`src/rtl/approx_seq_divider_if.sv`:
```
// approx_seq_divider_if: operand/result handshake bundle for approx_seq_divider.
// The divider side uses the slave modport; the producer/consumer side uses master.
interface approx_seq_divider_if #(
    parameter int DW = 8,
    parameter int VW = 4
);
    logic          in_valid;
    logic          in_ready;
    logic [DW-1:0] dividend;
    logic [VW-1:0] divisor;
    logic          out_valid;
    logic          out_ready;
    logic [DW-1:0] quotient;
    logic [VW-1:0] remainder;
    logic          div_by_zero;

    modport slave (
        input  in_valid, dividend, divisor, out_ready,
        output in_ready, out_valid, quotient, remainder, div_by_zero
    );

    modport master (
        output in_valid, dividend, divisor, out_ready,
        input  in_ready, out_valid, quotient, remainder, div_by_zero
    );
endinterface

```
`src/rtl/approx_seq_divider.sv`:
```
// approx_seq_divider: sequential restoring divider, one quotient bit per clock,
// MSB first, behind valid/ready handshakes on operands and result.
// Optional macro APPROX_DIV_TRUNC_EN: only the top DW-TRUNC_BITS quotient bits
// are computed, the low quotient bits and the remainder are returned as zero.
module approx_seq_divider #(
    parameter int DW         = 8,
    parameter int VW         = 4,
    parameter int TRUNC_BITS = 2
) (
    input logic                  clk,
    input logic                  rst_n,
    approx_seq_divider_if.slave  bus
);

`ifdef APPROX_DIV_TRUNC_EN
    localparam bit TRUNC_EN = 1'b1;
`else
    localparam bit TRUNC_EN = 1'b0;
`endif

    // Number of CALC edges per operation; the truncated build stops early.
    localparam int ITERS = TRUNC_EN ? (DW - TRUNC_BITS) : DW;
    localparam int CW    = $clog2(DW + 1);
    localparam logic [CW-1:0] LAST_CNT = CW'(ITERS - 1);

    typedef enum logic [1:0] {
        IDLE,
        CALC,
        DONE
    } state_t;

    state_t        state_q, state_d;
    logic [DW-1:0] shiftD_q, shiftD_d;
    logic [VW-1:0] divisor_q, divisor_d;
    logic [VW:0]   partRem_q, partRem_d;
    logic [CW-1:0] bitCnt_q, bitCnt_d;
    logic [DW-1:0] quotient_q, quotient_d;
    logic [VW-1:0] remainder_q, remainder_d;
    logic          divByZero_q, divByZero_d;

    logic [VW:0]   remShift;
    logic [VW:0]   remSub;
    logic [VW:0]   remNext;
    logic          qBit;
    logic [DW-1:0] shiftNext;

    // One restoring step: bring in the next dividend bit, subtract if it fits.
    always_comb begin
        remShift  = {partRem_q[VW-1:0], shiftD_q[DW-1]};
        remSub    = remShift - {1'b0, divisor_q};
        qBit      = (remShift >= {1'b0, divisor_q});
        remNext   = qBit ? remSub : remShift;
        shiftNext = {shiftD_q[DW-2:0], qBit};
    end

    // Next-state and next-register decode for the IDLE/CALC/DONE controller.
    always_comb begin
        state_d     = state_q;
        shiftD_d    = shiftD_q;
        divisor_d   = divisor_q;
        partRem_d   = partRem_q;
        bitCnt_d    = bitCnt_q;
        quotient_d  = quotient_q;
        remainder_d = remainder_q;
        divByZero_d = divByZero_q;

        case (state_q)
            IDLE: begin
                if (bus.in_valid) begin
                    shiftD_d  = bus.dividend;
                    divisor_d = bus.divisor;
                    partRem_d = '0;
                    bitCnt_d  = '0;
                    if (bus.divisor != '0) begin
                        state_d = CALC;
                    end else begin
                        quotient_d  = '1;
                        remainder_d = '0;
                        divByZero_d = 1'b1;
                        state_d     = DONE;
                    end
                end
            end
            CALC: begin
                shiftD_d  = shiftNext;
                partRem_d = remNext;
                bitCnt_d  = bitCnt_q + 1'b1;
                if (bitCnt_q == LAST_CNT) begin
                    divByZero_d = 1'b0;
                    state_d     = DONE;
`ifdef APPROX_DIV_TRUNC_EN
                    quotient_d  = shiftNext << TRUNC_BITS;
                    remainder_d = '0;
`else
                    quotient_d  = shiftNext;
                    remainder_d = remNext[VW-1:0];
`endif
                end
            end
            DONE: begin
                if (bus.out_ready) begin
                    state_d = IDLE;
                end
            end
            default: begin
                state_d = IDLE;
            end
        endcase
    end

    // State and datapath registers with synchronous active-low clear.
    always_ff @(posedge clk) begin
        if (!rst_n) begin
            state_q     <= IDLE;
            shiftD_q    <= '0;
            divisor_q   <= '0;
            partRem_q   <= '0;
            bitCnt_q    <= '0;
            quotient_q  <= '0;
            remainder_q <= '0;
            divByZero_q <= 1'b0;
        end else begin
            state_q     <= state_d;
            shiftD_q    <= shiftD_d;
            divisor_q   <= divisor_d;
            partRem_q   <= partRem_d;
            bitCnt_q    <= bitCnt_d;
            quotient_q  <= quotient_d;
            remainder_q <= remainder_d;
            divByZero_q <= divByZero_d;
        end
    end

    assign bus.in_ready    = (state_q == IDLE);
    assign bus.out_valid   = (state_q == DONE);
    assign bus.quotient    = quotient_q;
    assign bus.remainder   = remainder_q;
    assign bus.div_by_zero = divByZero_q;

endmodule
```
`src/flat_wrapper.sv`:
```
// flat-port wrapper written by rule: the top's interface ports become plain ports
module approx_seq_divider_flat 
#(
    parameter int DW         = 8,
    parameter int VW         = 4,
    parameter int TRUNC_BITS = 2
)
  (clk, rst_n, bus_in_valid, bus_dividend, bus_divisor, bus_out_ready, bus_in_ready, bus_out_valid, bus_quotient, bus_remainder, bus_div_by_zero);
  approx_seq_divider_if #(.DW(DW), .VW(VW)) bus_i ();
  input logic clk;
  input logic rst_n;
  input wire logic [$bits(bus_i.in_valid)-1:0] bus_in_valid;
  input wire logic [$bits(bus_i.dividend)-1:0] bus_dividend;
  input wire logic [$bits(bus_i.divisor)-1:0] bus_divisor;
  input wire logic [$bits(bus_i.out_ready)-1:0] bus_out_ready;
  output wire logic [$bits(bus_i.in_ready)-1:0] bus_in_ready;
  output wire logic [$bits(bus_i.out_valid)-1:0] bus_out_valid;
  output wire logic [$bits(bus_i.quotient)-1:0] bus_quotient;
  output wire logic [$bits(bus_i.remainder)-1:0] bus_remainder;
  output wire logic [$bits(bus_i.div_by_zero)-1:0] bus_div_by_zero;
  assign bus_i.in_valid = bus_in_valid;
  assign bus_i.dividend = bus_dividend;
  assign bus_i.divisor = bus_divisor;
  assign bus_i.out_ready = bus_out_ready;
  assign bus_in_ready = bus_i.in_ready;
  assign bus_out_valid = bus_i.out_valid;
  assign bus_quotient = bus_i.quotient;
  assign bus_remainder = bus_i.remainder;
  assign bus_div_by_zero = bus_i.div_by_zero;
  approx_seq_divider #(.DW(DW), .VW(VW), .TRUNC_BITS(TRUNC_BITS)) u_core (.clk(clk), .rst_n(rst_n), .bus(bus_i));
endmodule
```
`config.mk`:
```
export PLATFORM = sky130hd
export DESIGN_NAME = approx_seq_divider_flat
export DESIGN_NICKNAME = d
export VERILOG_FILES = /design/src/rtl/approx_seq_divider_if.sv /design/src/rtl/approx_seq_divider.sv /design/src/flat_wrapper.sv
export SDC_FILE = /design/constraint.sdc
export NUM_CORES = 1
export LEC_CHECK = 0
export CORE_MARGIN = 3
export CORE_UTILIZATION = 45
export CTS_CLUSTER_DIAMETER = 40
export DETAILED_ROUTE_END_ITERATION = 8
export GPL_TIMING_DRIVEN = 0
export PLACE_DENSITY = 0.73
export SETUP_SLACK_MARGIN = 0.1
export SLEW_MARGIN = 15
export SYNTH_ARGS = -nofsm -noshare
export SYNTH_HDL_FRONTEND = slang
export SYNTH_SLANG_ARGS = --single-unit
```
`constraint.sdc`:
```
create_clock -name clk -period 1.9 [get_ports clk]
set_clock_uncertainty 0.2 [all_clocks]
set_input_delay 0.38 -clock clk [delete_from_list [all_inputs] [get_ports clk]]
set_output_delay 0.38 -clock clk [all_outputs]
set_load 0.02 [all_outputs]
```
# Word-level counts from Yosys, hierarchy flattened
# Cells that the tools add are included.
# word_totals
ramBits,0
mem_count,0
rom_bits,0
output_inout_bits,15
latchBits,0
ff_bits,35
# classes
mux,24
n_mul,0
add_sub_neg,2
bitwise_logic,0
n_eq_ne,7
n_lt_le_gt_ge,1
n_div,0
reduce_logical,7
n_shift,0
# op_table
cell,n
two-way mux 8 bit,4
one-hot mux 8 bit (2 select lines),2
two-way mux 4 bit,6
one-hot mux 4 bit (2 select lines),3
two-way mux 2 bit,4
!= test 2 bit (second input constant),3
one-hot mux 2 bit (3 select lines),1
greater-or-equal comparator 5 x 4 -> 1 bit,1
adder 4 x 1 -> 4 bit (second input constant),1
== test 4 x 3 -> 1 bit (second input constant),1
AND reduction 2 bit,2
AND reduction 4 bit,1
nonzero test 4 bit,1
subtractor 4 bit,1
two-way mux 1 bit,3
AND reduction 3 bit,1
== test 2 x 1 -> 1 bit (second input constant),1
== test 2 bit (second input constant),1
zero test 2 bit,1
!= test 2 x 1 -> 1 bit (second input constant),1
one-hot mux 1 bit (2 select lines),1
nonzero test 2 bit,1

# Longest topological paths before layout
# logic_depth
ltp_word,4
depth_mapped,7
depth_no_buf,7

# Worst setup path before layout
# No wires, ideal clock.
# synth_path
path_kind,flip-flop to flip-flop
start,register u_core.partRem_q[2]
end,register u_core.remainder_q[3] (netlist: u_core.bus.remainder[3])
arrival_ps,1645
setup_ps,88
stages_incl_launch_ff,7
t_required_ps,1612
setup_slack_ps,-33
n_path_buf,0
cell_sequence,dfxtp_1 ha_1 or4_4 a21oi_4 or2_4 a32oi_2 a311oi_2
# synth_via
elab_chain_len,4
elab_cells_between_ends,5
cone_classes,1 x add/sub; 1 x order compare; 3 x mux
# synth_lines
item,line,rtl
"start, declared",approx_seq_divider.sv:35,"logic [VW:0] partRem_q, partRem_d;"
"start signal, assigned",approx_seq_divider.sv:126,partRem_q <= partRem_d;
subtractor 4 bit / greater-or-equal comparator 5 x 4 -> 1 bit (equally long branches),"approx_seq_divider.sv:50, approx_seq_divider.sv:51",
two-way mux 4 bit *,approx_seq_divider.sv:52,remNext = qBit ? remSub : remShift;
two-way mux 4 bit *,approx_seq_divider.sv:88,if (bitCnt_q == LAST_CNT) begin
one-hot mux 4 bit (2 select lines) *,approx_seq_divider.sv:67,case (state_q)
"end signal, assigned",approx_seq_divider.sv:129,remainder_q <= remainder_d;
"end, declared",approx_seq_divider.sv:38,"logic [VW-1:0] remainder_q, remainder_d;"
# Mark *: on every way between the ends. The rest lies on a longest branch, timed or not. The select of a mux whose other input is x is not followed.
# A chain may end at the register's enable or synchronous reset.

# Worst setup path in the final report
# Ends and elaborated chain as after synthesis.

==> impl_metrics.py <==
metrics = {
    "sta": {
        "worst_slack_ps": -69.8,
        "finalHoldViolCount": 0,
        "fin_crit_ps": 1970,
        "finalMaxSlewViolations": 0,
        "rsz0062_at_grt": "yes",
        "timing.fmax_ghz": 0.508,
        "max_slew.worst_pin.slew_ps": 511,
        "whs_ps": 261,
        "relSlewSlack": 0.659,
        "final-setup-viol-count": 8,
        "post-route-period-util": 1.04,
    },
    "clock_tree": {
        "clk_latency_ps": 290,
        "clock_path_buffers": 2,
        "clock-sinks": 35,
        "root_buffer": "clkbuf_8",
        "tritoncts": "yes",
        "path_clk_slew_ps": 70,
        "cts_buffers": 5,
        "htreeDepth": 2,
    },
    "critical_path": {
        "critPathKind": "reg -> reg",
        "cp.required_ps": 1900,
        "start_kind": "flop",
        "crit_path_end_kind": "flop",
        "crit_path_max_incr_delay_ps": 520,
        "crit_fanout": 5,
        "cp.buffers_inverters": 0,
        "worstSetupPathDepth": 6,
        "reg2reg_slack_ps": -70,
        "crit_arrival_ps": 1970,
        "rr_worst_depth": 6,
        "worstPathCellList": "ha_4 > or4_4 > a21oi_4 > or2_4 > a32oi_2 > a311oi_2",
        "critical-path-top-delay-family": "simple AND/OR/NAND/NOR gates",
        "slowest_stage": "or4_4",
    },
    "floorplanning": {
        "die-area_um2": 4560,
        "fp.dieW_um": 67.5,
        "initial_core_util": 0.487,
        "num_rows": 21,
        "ios": 31,
        "coreArea_um2": 3490,
        "die_y_um": 67.5,
    },
    "drt": {
        "vias": 1582,
        "drc_errors": 0,
        "ant_nets": 0,
        "wl_um": 4190,
        "first_pass_iters": 4,
        "wl_per_cell_um": 14.1,
        "viasPerCell": 5.31,
        "drt_iter0_drc": 113,
    },
    "yosys": {
        "synth_adder_area_share": 0.0485,
        "synth_area_per_cell_um2": 8.43,
        "synth.cell_area_um2": 1700,
        "synth.most_common_cell": "dfxtp_1",
        "synthArstFlopShare": 0,
        "ys_seq_area_frac": 0.411,
        "synth-seq-cells": 35,
        "postSynthCellCount": 202,
        "synth_compound_area_frac": 0.250,
        "ys_top_cells_by_area": "dfxtp_1, nand2_1, nor2_1",
        "synth_top_area_cell": "dfxtp_1",
        "synth_top_area_frac": 0.411,
        "synth_fp_nets": 224,
        "synthFlopType": "dfxtp_1",
        "ys_warn_count": 0,
        "synthTopCellsByCount": "dfxtp_1, nand2_1, nor2_1",
        "synth-xor-area-share": 0.00514,
        "synth_top_family_by_area": "compound AO/OA/AOI/OAI gates",
        "synth_cell_types": 39,
        "synthMuxAreaShare": 0.00588,
        "yosys.area_share.simple": 0.234,
        "synth-edff-count": 0,
    },
    "finish": {
        "nNetsFinal": 274,
        "diodes": 0,
        "fin_util": 0.678,
        "drive_above_1_share": 0.258,
        "syn2layout_area_growth_pct": 39.2,
        "final_cells": 298,
    },
    "grt": {
        "grt_pass1_wl_um": 6530,
        "antenna_found_initial": 0,
        "grt_pass1_vias": 1425,
        "grt_overflow": 0,
        "track_usage": 0.188,
        "grt_max_degree": 11,
    },
    "placement": {
        "io_buffers": 30,
        "post-dp-hpwl_um": 2800,
        "placed_cells": 278,
        "gp_congestion": 0.883,
        "preCtsSetupSlack_ps": -537,
    },
    "status": {
        "status": "finished with violations",
        "violations": "negative setup slack",
    },
    "power": {
        "comb_power_share": 0.278,
        "swShare": 0.311,
        "power_density_nw_per_um2": 806,
        "p_total_mw": 1.91,
        "ir_worst_vdd_mv": 0.469,
        "seqPwrFrac": 0.435,
        "p_int_mw": 1.32,
        "p_switching_mw": 0.594,
        "power_leakage_nw": 1.10,
        "clkPwrFrac": 0.287,
    },
    "job": {
        "max_cap_violations": 0,
    },
    "hold_path": {
        "hp-class": "reg -> reg",
        "worstHoldPathCells": 1,
    },
}
## cell usage in the layout (no fill, tap or decap), drive strengths merged, types with 2 or more instances in the layout
| cell | netlist | layout |
|---|---|---|
| a21oi | 18 | 18 |
| a311oi | 8 | 8 |
| a31oi | 3 | 3 |
| buf | 5 | 18 |
| clkbuf | 7 | 15 |
| clkdlybuf4s50 | 0 | 13 |
| dfxtp | 35 | 35 |
| dlygate4sd2 | 0 | 11 |
| dlymetal6s2s | 0 | 4 |
| ha | 5 | 5 |
| inv | 6 | 6 |
| nand2 | 29 | 29 |
| nand3 | 4 | 4 |
| nand3b | 2 | 2 |
| nor2 | 26 | 26 |
| nor2b | 8 | 8 |
| nor3b | 4 | 4 |
| nor4 | 4 | 4 |
| o211a | 8 | 8 |
| o21ai | 12 | 12 |
| o221a | 2 | 2 |
## per-layer routing
metal,vias up,part of all wire,global-route usage,wire (µm)
met2,36,0.46,0.287,1910
met3,7,0.038,0.0399,161
met5,-,0,0,0
met1,722,0.49,0.257,2050
met4,0,0.014,0.0759,59
li1,817,-,-,-
## flip-flops by register name (all words and copies together), names as in the netlist
name and flops:
u_core.bitCnt_q 4, u_core.bus.div_by_zero 1, u_core.bus.quotient 8, u_core.bus.remainder 4
u_core.divisor_q 4, u_core.partRem_q 4, u_core.shiftD_q 8, u_core.state_q 2
## cells by family (layout without fill, tap and decap cells)
family,count (synthesis),count (layout)
compound gates,58,58
xor+xnor,1,1
fa+ha+maj,6,6
buf+inv,18,68
flops,35,35
mux,1,1
simple gates,83,83
## repair_timing
action / in CTS / in global routing
gates resized for setup: 41 / 24
hold endpoints to repair: 0 / 0
pin swaps: 4 / 7
setup buffers: 4 / 8
hold buffers: 0 / 0
cloned: 0 / 1
setup endpoints to repair: 38 / 25
## final timing paths
kind	startpoint	to
worst min-delay path	u_core.bitCnt_q[0]	u_core.bitCnt_q[0]
worst max register to register	u_core.partRem_q[2]	u_core.bus.remainder[3]
worst max-delay path	u_core.partRem_q[2]	u_core.bus.remainder[3]
worst min register to register	u_core.bitCnt_q[0]	u_core.bitCnt_q[0]
## power by group through the flow
stage,sequential [mW],clock (mW),combinational [mW]
floorplan,0.835,0,0.313
global placement,0.838,0,0.439
detailed placement,0.839,0,0.443
CTS,0.828,0.561,0.486
global route,0.836,0.585,0.579
finish,0.831,0.549,0.530
## through the flow
stage | instance area [µm²] | setup TNS, ps
after detailed placement | 2060 | -9460
final | 2370 | -275
after global routing | 2370 | -869
after global placement | 2060 | -8710
after CTS | 2260 | -223
after floorplan | 1710 | 0
## layout make-up
class                           instances  area (µm²)
Tap cell                               46        57.6
Clock inverter                          1        5.00
Sequential cell                        35         712
Inverter                                6        22.5
Fill cell                             294        1120
Clock buffer                            6        82.6
Multi-Input combinational cell        149        1030
Buffer                                 12        75.1
Timing Repair Buffer                   43         384
## worst register-to-register path: cells and delay by family, from the launching register on
family,cells,cell delay (ps)
AOI/OAI and AO/OA,3,470
DFF,1,360
adders and majority gates,1,150
and+or+nand+nor,2,700
(Power assumes the default switching activity.)
